--- src/rtl/pwm_ramp_sequencer_if.sv ---
// Request/duty bundle between control logic (master) and the ramp sequencer (slave).
// Valid/ready request in, registered duty/busy/done status out.
interface pwm_ramp_sequencer_if #(
  parameter int DUTY_W = 4
);
  logic              req_valid;
  logic              req_ready;
  logic [DUTY_W-1:0] req_duty;
  logic              abort;
  logic [DUTY_W-1:0] duty;
  logic              busy;
  logic              done;

  modport master (
    output req_valid,
    output req_duty,
    output abort,
    input  req_ready,
    input  duty,
    input  busy,
    input  done
  );

  modport slave (
    input  req_valid,
    input  req_duty,
    input  abort,
    output req_ready,
    output duty,
    output busy,
    output done
  );
endinterface

--- src/rtl/pwm_ramp_sequencer.sv ---
// Walks duty one LSB per STEP_CYCLES clocks toward an accepted target; d*STEP_CYCLES latency.
// Requests accepted only in IDLE (req_ready low while ramping); abort forces duty to 0.
module pwm_ramp_sequencer #(
  parameter int DUTY_W      = 4,
  parameter int STEP_CYCLES = 500_000
) (
  input  logic                  clk,
  input  logic                  rst,
  pwm_ramp_sequencer_if.slave   seq
);

  localparam int CNT_W = (STEP_CYCLES > 1) ? $clog2(STEP_CYCLES) : 1;
  localparam logic [CNT_W-1:0] CNT_MAX = CNT_W'(STEP_CYCLES - 1);

  typedef enum logic [1:0] {
    IDLE      = 2'd0,
    RAMP_UP   = 2'd1,
    RAMP_DOWN = 2'd2
  } state_t;

  state_t            state_q, state_d;
  logic [DUTY_W-1:0] duty_q, duty_d;
  logic [DUTY_W-1:0] target_q, target_d;
  logic [CNT_W-1:0]  step_cnt_q, step_cnt_d;
  logic              done_q, done_d;
  logic              req_ready_q, req_ready_d;
  logic              busy_q, busy_d;

  logic [DUTY_W-1:0] duty_stepped;
  logic              step_edge;

  always_ff @(posedge clk or posedge rst) begin
    if (rst) begin
      state_q     <= IDLE;
      duty_q      <= '0;
      target_q    <= '0;
      step_cnt_q  <= '0;
      done_q      <= 1'b0;
      req_ready_q <= 1'b1;
      busy_q      <= 1'b0;
    end else begin
      state_q     <= state_d;
      duty_q      <= duty_d;
      target_q    <= target_d;
      step_cnt_q  <= step_cnt_d;
      done_q      <= done_d;
      req_ready_q <= req_ready_d;
      busy_q      <= busy_d;
    end
  end

  always_comb begin
    state_d      = state_q;
    duty_d       = duty_q;
    target_d     = target_q;
    step_cnt_d   = step_cnt_q;
    done_d       = 1'b0;
    step_edge    = (step_cnt_q == CNT_MAX);
    duty_stepped = (state_q == RAMP_DOWN) ? duty_q - DUTY_W'(1) : duty_q + DUTY_W'(1);

    if (seq.abort) begin
      // abort outranks a same-cycle accept and never reports completion
      state_d    = IDLE;
      duty_d     = '0;
      step_cnt_d = '0;
    end else begin
      case (state_q)
        IDLE: begin
          if (seq.req_valid) begin
            target_d   = seq.req_duty;
            step_cnt_d = '0;
            if (seq.req_duty > duty_q) begin
              state_d = RAMP_UP;
            end else if (seq.req_duty < duty_q) begin
              state_d = RAMP_DOWN;
            end else begin
              done_d = 1'b1;
            end
          end
        end
        RAMP_UP, RAMP_DOWN: begin
          if (step_edge) begin
            step_cnt_d = '0;
            duty_d     = duty_stepped;
            // duty only moves toward target, so reaching it ends the ramp without wrap
            if (duty_stepped == target_q) begin
              state_d = IDLE;
              done_d  = 1'b1;
            end
          end else begin
            step_cnt_d = step_cnt_q + CNT_W'(1);
          end
        end
        default: begin
          state_d    = IDLE;
          step_cnt_d = '0;
        end
      endcase
    end

    req_ready_d = (state_d == IDLE);
    busy_d      = (state_d != IDLE);
  end

  assign seq.duty      = duty_q;
  assign seq.done      = done_q;
  assign seq.req_ready = req_ready_q;
  assign seq.busy      = busy_q;

endmodule

--- src/flat_wrapper.sv ---
// flat-port wrapper written by rule: the top's interface ports become plain ports
module pwm_ramp_sequencer_flat 
#(
  parameter int DUTY_W      = 4,
  parameter int STEP_CYCLES = 500_000
)
  (clk, rst, seq_req_valid, seq_req_duty, seq_abort, seq_req_ready, seq_duty, seq_busy, seq_done);
  pwm_ramp_sequencer_if #(.DUTY_W(DUTY_W)) seq_i ();
  input  logic clk;
  input  logic rst;
  input wire logic [$bits(seq_i.req_valid)-1:0] seq_req_valid;
  input wire logic [$bits(seq_i.req_duty)-1:0] seq_req_duty;
  input wire logic [$bits(seq_i.abort)-1:0] seq_abort;
  output wire logic [$bits(seq_i.req_ready)-1:0] seq_req_ready;
  output wire logic [$bits(seq_i.duty)-1:0] seq_duty;
  output wire logic [$bits(seq_i.busy)-1:0] seq_busy;
  output wire logic [$bits(seq_i.done)-1:0] seq_done;
  assign seq_i.req_valid = seq_req_valid;
  assign seq_i.req_duty = seq_req_duty;
  assign seq_i.abort = seq_abort;
  assign seq_req_ready = seq_i.req_ready;
  assign seq_duty = seq_i.duty;
  assign seq_busy = seq_i.busy;
  assign seq_done = seq_i.done;
  pwm_ramp_sequencer #(.DUTY_W(DUTY_W), .STEP_CYCLES(STEP_CYCLES)) u_core (.clk(clk), .rst(rst), .seq(seq_i));
endmodule
--- config.mk ---
export PLATFORM = sky130hd
export DESIGN_NAME = pwm_ramp_sequencer_flat
export DESIGN_NICKNAME = d
export VERILOG_FILES = /design/src/rtl/pwm_ramp_sequencer_if.sv /design/src/rtl/pwm_ramp_sequencer.sv /design/src/flat_wrapper.sv
export SDC_FILE = /design/constraint.sdc
export NUM_CORES = 1
export LEC_CHECK = 0
export ABC_AREA = 1
export ABC_CLOCK_PERIOD_IN_PS = 3400
export BUFFER_PORTS_ARGS = -buffer_cell sky130_fd_sc_hd__buf_2
export CORE_MARGIN = 2
export CORE_UTILIZATION = 38
export DETAILED_ROUTE_END_ITERATION = 8
export SLEW_MARGIN = 20
export SYNTH_ARGS = -nofsm -noshare
export SYNTH_HDL_FRONTEND = slang
export SYNTH_SLANG_ARGS = --single-unit
--- constraint.sdc ---
create_clock -name clk -period 3.4 [get_ports clk]
set_clock_uncertainty 0.15 [all_clocks]
set_input_delay 0.51 -clock clk [delete_from_list [all_inputs] [get_ports clk]]
set_output_delay 0.51 -clock clk [all_outputs]
set_load 0.02 [all_outputs]
==> tab_implementation.tex, run 1 <==
\begin{tabular}{lr}
\hline
Metric & Value \\
\hline
\multicolumn{2}{l}{\textbf{Run status}} \\
Run status & finished clean \\
\multicolumn{2}{l}{\textbf{STA}} \\
Max-slew headroom & 68.7\% \\
Final setup vio count & 0 \\
Number of failing hold endpoints at the final stage & 0 \\
Setup Total Neg Slack & 0 ns \\
Setup repair after global routing missed its margin & no \\
Fmax & 415 MHz \\
Post-route clock period utilization & 70.9\% \\
Number of max-slew violations in the final report & 0 \\
Slew at the pin closest to its max-slew limit & 0.469 ns \\
Time the worst path needs with I/O delays and setup & 2.41 ns \\
Final critical-path setup slack & 0.989 ns \\
\multicolumn{2}{l}{\textbf{CTS}} \\
Hold Buf Count CTS & 0 \\
Number of buffers added by the clock tree synthesis step & 5 \\
Clock network latency to the later pin of the worst-skew pair & 0.28 ns \\
Maximum root-to-sink buffer count & 2 \\
Root buffer selected by CTS & sky130\_fd\_sc\_hd\_\_clkbuf\_8 \\
Clock transition at the register clock pins on the worst setup and hold paths after CTS & 0.07 ns \\
H-Tree Level Count & 2 \\
Clock sink count & 32 \\
Number of post-CTS setup repair buffers & 0 \\
Clock tree from TritonCTS & built \\
Cells resized by post-CTS repair & 0 \\
\multicolumn{2}{l}{\textbf{Die}} \\
Die height & 78.1 um \\
Floorplan core area & 5200 um2 \\
Floorplan row count & 26 \\
Num ports & 15 \\
Die Footprint & 6100 um2 \\
Initial Utilization & 40.1\% \\
Overall die width & 78.1 um \\
\multicolumn{2}{l}{\textbf{Finish}} \\
Antenna fix cells & 0 \\
NumNets Final & 311 \\
Leading cell type in the layout, fill and taps excluded & sky130\_fd\_sc\_hd\_\_nand2\_1 \\
Final cell count without fillers & 363 \\
Area delta synth->final & 12.4\% \\
Post-route standard cell area excluding fillers & 2340 um2 \\
Fill cell count & 539 \\
Final standard cell utilization of the core & 45.0\% \\
Most frequent cells in the layout & sky130\_fd\_sc\_hd\_\_nand2\_1, sky130\_fd\_sc\_hd\_\_inv\_1, sky130\_fd\_sc\_hd\_\_nor2\_1 \\
Fraction of layout cells with a size suffix above 1 & 15.7\% \\
\multicolumn{2}{l}{\textbf{Power}} \\
Gate power share & 22.9\% \\
Part of the total power dissipated in the clock network & 35.1\% \\
Switching power summed over all nets & 0.327 mW \\
Sequential share of power & 42.0\% \\
Internal power contribution & 0.715 mW \\
Reported leakage power & 1.14 nW \\
Cell Pwr Density & 445 nW/um2 \\
Peak supply drop & 0.177 mV \\
Switching share of total power & 31.4\% \\
\multicolumn{2}{l}{\textbf{Worst hold path}} \\
Class of the worst hold path & in2async \\
\multicolumn{2}{l}{\textbf{Yosys}} \\
Fraction of registers with async set or reset after synthesis & 100\% \\
Warnings, synthesis & 0 \\
Post-Syn Area & 2090 um2 \\
Syn\_area\_per\_cell & 7.67 um2 \\
Post-synth EDFFs & 0 \\
Gate count after technology mapping & 272 \\
Synth Register Bits & 32 \\
Sequential cell area fraction in the yosys report & 38.4\% \\
Number of nets produced by synthesis & 291 \\
Dominant register cell in the synthesized netlist & sky130\_fd\_sc\_hd\_\_dfrtp\_1 \\
Distinct cells, synth & 39 \\
\multicolumn{2}{l}{\textbf{Routing}} \\
Routed wire length per instance & 11.7 um \\
Total Routed Length & 4.26 mm \\
DRC Markers & 0 \\
Vias per cell & 4.81 \\
Antenna viol nets, final & 0 \\
Router iterations before antenna repair & 4 \\
Number of vias after detailed routing & 1747 \\
Initial DRC Count & 69 \\
\multicolumn{2}{l}{\textbf{Worst setup path}} \\
Critical register-to-register path startpoint & u\_core.state\_q[0]\$\_DFF\_PP0\_ \\
Critical Path Fanout Max & 5 \\
Largest stage delay on the critical path & 0.42 ns \\
Data arrival, critical path & 2.44 ns \\
Worst path most repeated cell & sky130\_fd\_sc\_hd\_\_nand2\_1 \\
Type of the worst setup path & reg2reg \\
Worst Path Required & 3.43 ns \\
Critical-path cell list & inv\_1 -> ha\_1 -> nand2\_1 -> and2\_1 -> ha\_1 -> xnor2\_1 -> nand2\_1 -> inv\_1 -> nand3\_1 -> nor2\_2 -> nand2\_1 -> nand2\_1 -> nand2\_1 -> nand2\_1 -> nand2\_1 \\
Largest delay share family, worst path & simple AND/OR/NAND/NOR gates \\
Critical Path Start Type & flop \\
CP bufs+invs & 2 \\
Type of destination of the critical path & flop \\
Slowest-stage cell, CP & sky130\_fd\_sc\_hd\_\_dfrtp\_1 \\
Launch point of the critical path & u\_core.state\_q[0]\$\_DFF\_PP0\_ \\
\multicolumn{2}{l}{\textbf{Placed design}} \\
Placed wire-length estimate & 3.32 mm \\
Final weighted congestion of routability-driven global placement & 0.885 \\
PortBufs & 14 \\
Total placed cells including tap cells & 355 \\
Worst slack, placed & 1.01 ns \\
Dpl cell area & 2230 um2 \\
\multicolumn{2}{l}{\textbf{Global routing}} \\
Fraction of met3 tracks used by global routing & 3.79\% \\
Met1 usage & 21.9\% \\
Total global-route track usage & 16.0\% \\
Wire length of the first global-routing pass & 7.71 mm \\
Vias in the first global route & 1675 \\
Number of antenna violations at the first check in global routing & 0 \\
Global routing usage on met2 & 25.0\% \\
Total congestion overflow & 0 \\
Maximum number of pins on one net before global-route repair & 22 \\
Most congested layer reported by global routing & met2 \\
\multicolumn{2}{l}{\textbf{Flow run}} \\
Max-Cap Viols & 0 \\
\hline
\end{tabular}
-- metal layers --
layer	vias to the layer above	routed length [um]	part of all wire, %
li1	900	-	-
met1	816	2140	50
met2	26	1890	44
met3	5	168	3.9
met4	0	60	1.4
met5	-	0	0
-- cell type report --
class / count / area, um2 / area share [%]
flip-flops and latches: 32 / 802 / 34.2
inverters: 40 / 159 / 6.78
well taps: 70 / 87.6 / 3.74
clock buffers: 5 / 68.8 / 2.93
multi-input cells: 198 / 1110 / 47.2
repair buffers: 15 / 77.6 / 3.31
clock inverters: 3 / 42.5 / 1.81
-- cells by family (layout without fill, tap and decap cells) --
logic type      count (synthesis)  in the layout  synth area share, %
simple gates                  149            149                 33.7
buf+inv                        42             63                 8.51
flops                          32             32                 38.4
compound gates                 23             23                 6.36
xor+xnor                       14             14                 5.88
fa+ha+maj                      11             11                 6.59
mux                             1              1                0.540
-- flip-flops by register name, indices dropped and copies added (netlist names) --
name / cells
u_core.seq.busy: 1
u_core.seq.done: 1
u_core.seq.duty: 4
u_core.seq.req_ready: 1
u_core.state_q: 2
u_core.step_cnt_q: 19
u_core.target_q: 4
-- power by group through the flow --
stage / logic, mW / clock network (mW) / registers, mW
global placement: 0.241 / 0 / 0.444
CTS: 0.242 / 0.379 / 0.438
finish: 0.239 / 0.365 / 0.438
global route: 0.277 / 0.396 / 0.443
floorplan: 0.175 / 0 / 0.455
detailed placement: 0.241 / 0 / 0.445
-- worst register-to-register path, stage by stage, from the launching register on --
cell                      delay, ns
sky130_fd_sc_hd__dfrtp_1       0.42
sky130_fd_sc_hd__inv_1         0.11
sky130_fd_sc_hd__ha_1          0.28
sky130_fd_sc_hd__nand2_1       0.09
sky130_fd_sc_hd__and2_1        0.16
sky130_fd_sc_hd__ha_1          0.29
sky130_fd_sc_hd__xnor2_1       0.16
sky130_fd_sc_hd__nand2_1       0.07
sky130_fd_sc_hd__inv_1         0.05
sky130_fd_sc_hd__nand3_1       0.08
sky130_fd_sc_hd__nor2_2        0.10
sky130_fd_sc_hd__nand2_1       0.08
sky130_fd_sc_hd__nand2_1       0.06
sky130_fd_sc_hd__nand2_1       0.06
sky130_fd_sc_hd__nand2_1       0.08
sky130_fd_sc_hd__nand2_1       0.05
-- path summary, 6_finish.rpt --
kind	cells after the start	end	slack, ns
min reg2reg	2	u_core.step_cnt_q[0]$_DFFE_PP0P_	0.37
max reg2reg	15	u_core.seq.busy$_DFF_PP0_	0.99
min	2	u_core.step_cnt_q[16]$_DFFE_PP0P_	0.07
max	15	u_core.seq.busy$_DFF_PP0_	0.99
max in group asynchronous	3	u_core.seq.req_ready$_DFF_PP1_	2.33
min in group clk	2	u_core.seq.duty[0]$_DFFE_PP0P_	0.30
-- stage by stage --
step / hold slack [ns] / power (mW)
2_1_floorplan: 0.322 / 0.630
3_3_place_gp: 0.343 / 0.685
3_5_place_dp: 0.348 / 0.686
4_1_cts: 0.0803 / 1.06
5_1_grt: 0.134 / 1.12
6_report: 0.0726 / 1.04
-- cell usage after synthesis (all sizes together), types with 2 or more instances --
cell | number | share of area [%]
xnor2 | 3 | 1.3
nand2 | 66 | 12
xor2 | 11 | 4.6
o21ai | 14 | 3.4
dfrtp | 31 | 37
inv | 39 | 7.4
nor3 | 7 | 2.2
buf | 2 | 0.90
a21o | 2 | 0.78
nand3 | 23 | 6.6
ha | 11 | 6.6
nor2 | 43 | 9.1
nand4 | 5 | 1.5
a21oi | 2 | 0.48
No activity file was read; power rests on OpenSTA's default activity.
==> run 2, diff against run 1 <==
ABC_CLOCK_PERIOD_IN_PS = 2200   (was 3400)
clock period = 2.2 ns   (was 3.4 ns; I/O delays follow)
==> run 2 against run 1 <==
Net effect: worst setup slack worse by 0.92 ns; critical path depth stayed put; die area stayed put; non-clock buffer count is 9 higher; hold slack better by 0.044 ns; combinational power is 87% higher; routed wire length is 6.6% higher; via count is 1.5% higher; total power is 62% higher; first-iteration DRC count is 41% higher; critical endpoint unchanged; largest power group unchanged.
==> tab_implementation.tex, run 2 (synthesis gave the netlist of run 1 again) <==
\begin{tabular}{lr}
\hline
Metric & Value \\
\hline
\multicolumn{2}{l}{\textbf{Run status}} \\
Run status & finished clean \\
\multicolumn{2}{l}{\textbf{Finish}} \\
Max reg flops & 19 \\
Fraction of layout cells with a size suffix above 1 & 21.5\% \\
Area delta synth->final & 18.8\% \\
NumNets Final & 320 \\
Largest reg by FF count & u\_core.step\_cnt\_q \\
Fill cell count & 517 \\
Leading cell type in the layout, fill and taps excluded & sky130\_fd\_sc\_hd\_\_nand2\_1 \\
Final cell count without fillers & 372 \\
Antenna fix cells & 0 \\
Most frequent cells in the layout & sky130\_fd\_sc\_hd\_\_nand2\_1, sky130\_fd\_sc\_hd\_\_nor2\_1, sky130\_fd\_sc\_hd\_\_inv\_1 \\
\multicolumn{2}{l}{\textbf{Routing}} \\
Router iterations before antenna repair & 4 \\
Vias per cell & 4.77 \\
Routed wire length per instance & 12.2 um \\
Initial DRC Count & 97 \\
Number of vias after detailed routing & 1773 \\
Antenna viol nets, final & 0 \\
DRC Markers & 0 \\
Total Routed Length & 4.54 mm \\
\multicolumn{2}{l}{\textbf{CTS}} \\
Number of buffers added by the clock tree synthesis step & 5 \\
H-Tree Level Count & 2 \\
Clock tree from TritonCTS & built \\
Maximum root-to-sink buffer count & 2 \\
Clock transition at the register clock pins on the worst setup and hold paths after CTS & 0.07 ns \\
Clock network latency to the later pin of the worst-skew pair & 0.29 ns \\
Root buffer selected by CTS & sky130\_fd\_sc\_hd\_\_clkbuf\_8 \\
Clock sink count & 32 \\
\multicolumn{2}{l}{\textbf{Global routing}} \\
Total global-route track usage & 16.2\% \\
Wire length of the first global-routing pass & 7.83 mm \\
Vias in the first global route & 1739 \\
Number of antenna violations at the first check in global routing & 0 \\
Maximum number of pins on one net before global-route repair & 33 \\
Total congestion overflow & 0 \\
\multicolumn{2}{l}{\textbf{Die}} \\
Floorplan core area & 5200 um2 \\
Die Footprint & 6100 um2 \\
Num ports & 15 \\
Die height & 78.1 um \\
Overall die width & 78.1 um \\
Floorplan row count & 26 \\
Initial Utilization & 40.1\% \\
\multicolumn{2}{l}{\textbf{Placed design}} \\
Worst slack, placed & -0.0262 ns \\
Placed wire-length estimate & 3.34 mm \\
Final weighted congestion of routability-driven global placement & 0.839 \\
PortBufs & 14 \\
Total placed cells including tap cells & 361 \\
\multicolumn{2}{l}{\textbf{STA}} \\
Final setup vio count & 0 \\
Post-route clock period utilization & 96.7\% \\
Slew at the pin closest to its max-slew limit & 0.395 ns \\
Fmax & 470 MHz \\
Number of max-slew violations in the final report & 0 \\
Time the worst path needs with I/O delays and setup & 2.13 ns \\
Setup repair after global routing missed its margin & yes \\
Final critical-path setup slack & 0.0736 ns \\
Number of failing hold endpoints at the final stage & 0 \\
Max-slew headroom & 73.7\% \\
\multicolumn{2}{l}{\textbf{Worst setup path}} \\
Largest stage delay on the critical path & 0.41 ns \\
Worst Path Required & 2.23 ns \\
Worst path most repeated cell & sky130\_fd\_sc\_hd\_\_nand2\_1 \\
Slowest-stage cell, CP & sky130\_fd\_sc\_hd\_\_dfrtp\_1 \\
Critical-path cell list & ha\_4 -> inv\_2 -> nand2\_2 -> and2\_4 -> ha\_4 -> xnor2\_2 -> nand2\_1 -> inv\_1 -> nand3\_1 -> nor2\_2 -> nand2\_1 -> nand2\_1 -> nand2\_2 -> nand2\_2 -> nand2\_1 \\
Data arrival, critical path & 2.16 ns \\
Type of destination of the critical path & flop \\
Minimum setup slack among reg-to-reg paths & 0.07 ns \\
Critical Path Fanout Max & 3 \\
Critical Path Start Type & flop \\
Type of the worst setup path & reg2reg \\
\multicolumn{2}{l}{\textbf{Power}} \\
Cell Pwr Density & 679 nW/um2 \\
Peak supply drop & 0.437 mV \\
Post-route total power & 1.68 mW \\
Reported leakage power & 1.19 nW \\
\multicolumn{2}{l}{\textbf{Worst hold path}} \\
Class of the worst hold path & in2reg \\
\multicolumn{2}{l}{\textbf{Flow run}} \\
Max-Cap Viols & 0 \\
\hline
\end{tabular}
==> run 2: cell count changes in the layout (fill, tap and decap cells not counted), sizes merged <==
cell         previous run  this run
clkinvlp                1         0
clkbuf                  5         6
buf                    15        23
dlygate4sd3             0         1
==> run 2: metal layers <==
metal  GRT usage, %  vias to the layer above  wire length (um)
met1           21.1                      814              2190
met5              0                        -                 0
li1               -                      919                 -
met4           6.32                        0                74
met3           3.91                        9               140
met2           26.1                       31              2140
==> run 2: worst paths after layout <==
| kind | startpoint | to | depth (start not counted) |
|---|---|---|---|
| setup / recovery | u_core.state_q[1]$_DFF_PP0_ | u_core.seq.busy$_DFF_PP0_ | 15 |
| hold / removal | seq_abort | u_core.seq.duty[0]$_DFFE_PP0P_ | 2 |
| setup reg to reg | u_core.state_q[1]$_DFF_PP0_ | u_core.seq.busy$_DFF_PP0_ | 15 |
| hold reg to reg | u_core.step_cnt_q[0]$_DFFE_PP0P_ | u_core.step_cnt_q[0]$_DFFE_PP0P_ | 2 |
| max in group asynchronous | rst | u_core.seq.req_ready$_DFF_PP1_ | 4 |
| min in group asynchronous | rst | u_core.seq.done$_DFF_PP0_ | 4 |
==> run 2: per-stage QoR <==
step	cell area (um2)	util, %	hold WS [ns]	setup TNS [ns]
after floorplan	2090	-	0.246	0
after global placement	2280	43.8	0.287	0
after detailed placement	2280	43.8	0.289	-0.0436
after CTS	2410	46.3	0.106	0
after global routing	2480	47.6	0.110	-0.372
final	2480	47.6	0.117	0
==> run 2: where the power goes <==
part	total (mW)	leakage [nW]	switching, mW	internal, mW
Sequential	0.681	0.430	0.0398	0.642
Combinational	0.447	0.701	0.268	0.179
Clock	0.555	0.0552	0.219	0.336
Total	1.68	1.19	0.527	1.16
==> run 2: final cells by class <==
type / instances / area (um2) / area share, %
Timing Repair Buffer: 24 / 148 / 5.96
Sequential cell: 32 / 802 / 32.4
Tap cell: 70 / 87.6 / 3.53
Clock inverter: 2 / 35.0 / 1.41
Clock buffer: 6 / 72.6 / 2.93
Inverter: 40 / 159 / 6.41
Multi-Input combinational cell: 198 / 1170 / 47.4
==> run 2: what timing repair did <==
action                     CTS  global route
hold buffers                 1             0
setup buffers                0             2
setup endpoints to repair    4             5
hold endpoints to repair    31             0
gates resized for setup      1            12
pin swaps                    1             4
==> run 2: critical path, delay by kind of cell (launching register included) <==
| family | cells | cell delay (ns) |
|---|---|---|
| XOR/XNOR | 1 | 0.10 |
| buffers and inverters | 2 | 0.10 |
| AND/OR/NAND/NOR | 10 | 0.80 |
| adder cells (fa/ha/maj) | 2 | 0.45 |
| flip-flops | 1 | 0.41 |
==> run 3, diff against run 2 <==
ABC_CLOCK_PERIOD_IN_PS = 2650   (was 2200)
CAP_MARGIN = 20   (was default)
clock period = 2.65 ns   (was 2.2 ns; I/O delays follow)
==> run 3 against run 2 <==
Net effect: worst setup slack better by 0.18 ns; combinational power decreased by 30%; sequential cell count unchanged; total power shrank 20%; first-iteration DRC count shrank 2.1%; global-route usage decreased by 0.34 points; routed wire length fell by 6.2%; sequential share of layout area is 1.7 points higher; clock power is 16% lower; via count fell by 0.51%; critical path type unchanged; critical endpoint unchanged.
==> tab_implementation.tex, run 3 (synthesis gave the netlist of run 1 again) <==
\begin{tabular}{lr}
\hline
Metric & Value \\
\hline
\multicolumn{2}{l}{\textbf{Run status}} \\
Run status & finished clean \\
\multicolumn{2}{l}{\textbf{CTS}} \\
Root buffer selected by CTS & sky130\_fd\_sc\_hd\_\_clkbuf\_8 \\
Clock tree from TritonCTS & built \\
Clock sink count & 32 \\
Clock transition at the register clock pins on the worst setup and hold paths after CTS & 0.07 ns \\
Number of post-CTS setup repair buffers & 0 \\
H-Tree Level Count & 2 \\
Hold Buf Count CTS & 0 \\
Cells resized by post-CTS repair & 0 \\
Clock network latency to the later pin of the worst-skew pair & 0.28 ns \\
Number of buffers added by the clock tree synthesis step & 5 \\
Maximum root-to-sink buffer count & 2 \\
\multicolumn{2}{l}{\textbf{Routing}} \\
Total Routed Length & 4.26 mm \\
Router iterations before antenna repair & 4 \\
Number of vias after detailed routing & 1764 \\
Routed wire length per instance & 11.7 um \\
Initial DRC Count & 95 \\
Antenna viol nets, final & 0 \\
DRC Markers & 0 \\
Vias per cell & 4.86 \\
\multicolumn{2}{l}{\textbf{Power}} \\
Peak supply drop & 0.264 mV \\
Post-route total power & 1.34 mW \\
Cell Pwr Density & 569 nW/um2 \\
Reported leakage power & 1.14 nW \\
\multicolumn{2}{l}{\textbf{Finish}} \\
NumNets Final & 311 \\
Area delta synth->final & 12.9\% \\
Antenna fix cells & 0 \\
Final cell count without fillers & 363 \\
Leading cell type in the layout, fill and taps excluded & sky130\_fd\_sc\_hd\_\_nand2\_1 \\
Fraction of layout cells with a size suffix above 1 & 16.0\% \\
Max reg flops & 19 \\
Fill cell count & 539 \\
Final standard cell utilization of the core & 45.3\% \\
Most frequent cells in the layout & sky130\_fd\_sc\_hd\_\_nand2\_1, sky130\_fd\_sc\_hd\_\_inv\_1, sky130\_fd\_sc\_hd\_\_nor2\_1 \\
Largest reg by FF count & u\_core.step\_cnt\_q \\
\multicolumn{2}{l}{\textbf{Placed design}} \\
Final weighted congestion of routability-driven global placement & 0.883 \\
PortBufs & 14 \\
Worst slack, placed & 0.205 ns \\
Total placed cells including tap cells & 355 \\
Placed wire-length estimate & 3.22 mm \\
\multicolumn{2}{l}{\textbf{STA}} \\
Time the worst path needs with I/O delays and setup & 2.39 ns \\
Post-route clock period utilization & 90.2\% \\
Slew at the pin closest to its max-slew limit & 0.423 ns \\
Final setup vio count & 0 \\
Setup repair after global routing missed its margin & no \\
Final critical-path setup slack & 0.258 ns \\
Fmax & 418 MHz \\
Number of failing hold endpoints at the final stage & 0 \\
Number of max-slew violations in the final report & 0 \\
Max-slew headroom & 71.8\% \\
Setup Total Neg Slack & 0 ns \\
\multicolumn{2}{l}{\textbf{Worst setup path}} \\
Critical-path cell list & inv\_1 -> ha\_4 -> nand2\_1 -> and2\_1 -> ha\_1 -> xnor2\_1 -> nand2\_1 -> inv\_1 -> nand3\_1 -> nor2\_2 -> nand2\_1 -> nand2\_1 -> nand2\_1 -> nand2\_1 -> nand2\_1 \\
Worst path most repeated cell & sky130\_fd\_sc\_hd\_\_nand2\_1 \\
Worst Path Required & 2.68 ns \\
Type of destination of the critical path & flop \\
Data arrival, critical path & 2.42 ns \\
Critical register-to-register path startpoint & u\_core.state\_q[0]\$\_DFF\_PP0\_ \\
Largest stage delay on the critical path & 0.42 ns \\
Depth of the worst register-to-register path & 15 \\
Type of the worst setup path & reg2reg \\
Critical Path Fanout Max & 5 \\
Reg2Reg Capture Point & u\_core.seq.busy\$\_DFF\_PP0\_ \\
Minimum setup slack among reg-to-reg paths & 0.26 ns \\
Slowest-stage cell, CP & sky130\_fd\_sc\_hd\_\_dfrtp\_1 \\
Critical Path Start Type & flop \\
\multicolumn{2}{l}{\textbf{Die}} \\
Floorplan row count & 26 \\
Die Footprint & 6100 um2 \\
Overall die width & 78.1 um \\
Floorplan core area & 5200 um2 \\
Die height & 78.1 um \\
Initial Utilization & 40.1\% \\
Num ports & 15 \\
\multicolumn{2}{l}{\textbf{Global routing}} \\
Wire length of the first global-routing pass & 7.71 mm \\
Total congestion overflow & 0 \\
Number of antenna violations at the first check in global routing & 0 \\
Met1 usage & 21.3\% \\
Most congested layer reported by global routing & met2 \\
Global routing usage on met2 & 25.3\% \\
Fraction of met3 tracks used by global routing & 3.56\% \\
Vias in the first global route & 1718 \\
Maximum number of pins on one net before global-route repair & 33 \\
Total global-route track usage & 15.9\% \\
\multicolumn{2}{l}{\textbf{Flow run}} \\
Max-Cap Viols & 0 \\
\multicolumn{2}{l}{\textbf{Worst hold path}} \\
Class of the worst hold path & in2async \\
\hline
\end{tabular}
## run 3: cell count changes in the layout (fill, tap and decap cells not counted), sizes merged
cell and delta:
buf -8, clkbuf -1, clkinvlp +1, dlygate4sd3 -1
## run 3: critical path, delay by kind of cell, from the launching register on
family	cells	cell delay, ns
xor+xnor	1	0.17
simple gates	10	0.83
flops	1	0.42
fa+ha+maj	2	0.50
buf+inv	2	0.21
## run 3: layer usage
layer,vias to the layer above,share of wire [%]
met5,-,0
met4,0,1.5
met3,6,4.2
met2,34,45
met1,821,49
li1,903,-
## run 3: where the power goes
| group | total (mW) | switching, mW | leakage, nW | internal (mW) |
|---|---|---|---|---|
| Combinational | 0.313 | 0.203 | 0.655 | 0.110 |
| Sequential | 0.562 | 0.0297 | 0.430 | 0.532 |
| Clock | 0.466 | 0.188 | 0.0541 | 0.278 |
## run 3: area by class of cell
cell class	instances	area [um2]	share of cell area, %
Inverter	40	159	6.74
Timing Repair Buffer	15	77.6	3.29
Multi-Input combinational cell	198	1120	47.5
Clock inverter	3	42.5	1.80
Sequential cell	32	802	34.0
Tap cell	70	87.6	3.72
Clock buffer	5	68.8	2.92
## run 3: how the worst max path moves through the flow
stage / from / to / slack (ns) / depth (start not counted)
floorplan: u_core.state_q[0]$_DFF_PP0_ / u_core.seq.busy$_DFF_PP0_ / 0.43 / 15
global placement: u_core.state_q[0]$_DFF_PP0_ / u_core.seq.busy$_DFF_PP0_ / 0.31 / 15
detailed placement: u_core.state_q[0]$_DFF_PP0_ / u_core.seq.busy$_DFF_PP0_ / 0.21 / 15
CTS: u_core.state_q[0]$_DFF_PP0_ / u_core.seq.busy$_DFF_PP0_ / 0.18 / 15
global route: u_core.state_q[0]$_DFF_PP0_ / u_core.seq.busy$_DFF_PP0_ / 0.001 / 15
finish: u_core.state_q[0]$_DFF_PP0_ / u_core.seq.busy$_DFF_PP0_ / 0.26 / 15
## run 3: stage by stage
step	instance area, um2	hold WS [ns]
after global routing	2360	0.0907
after CTS	2340	0.0472
after detailed placement	2230	0.347
after global placement	2230	0.342
final	2360	0.0356
after floorplan	2090	0.314
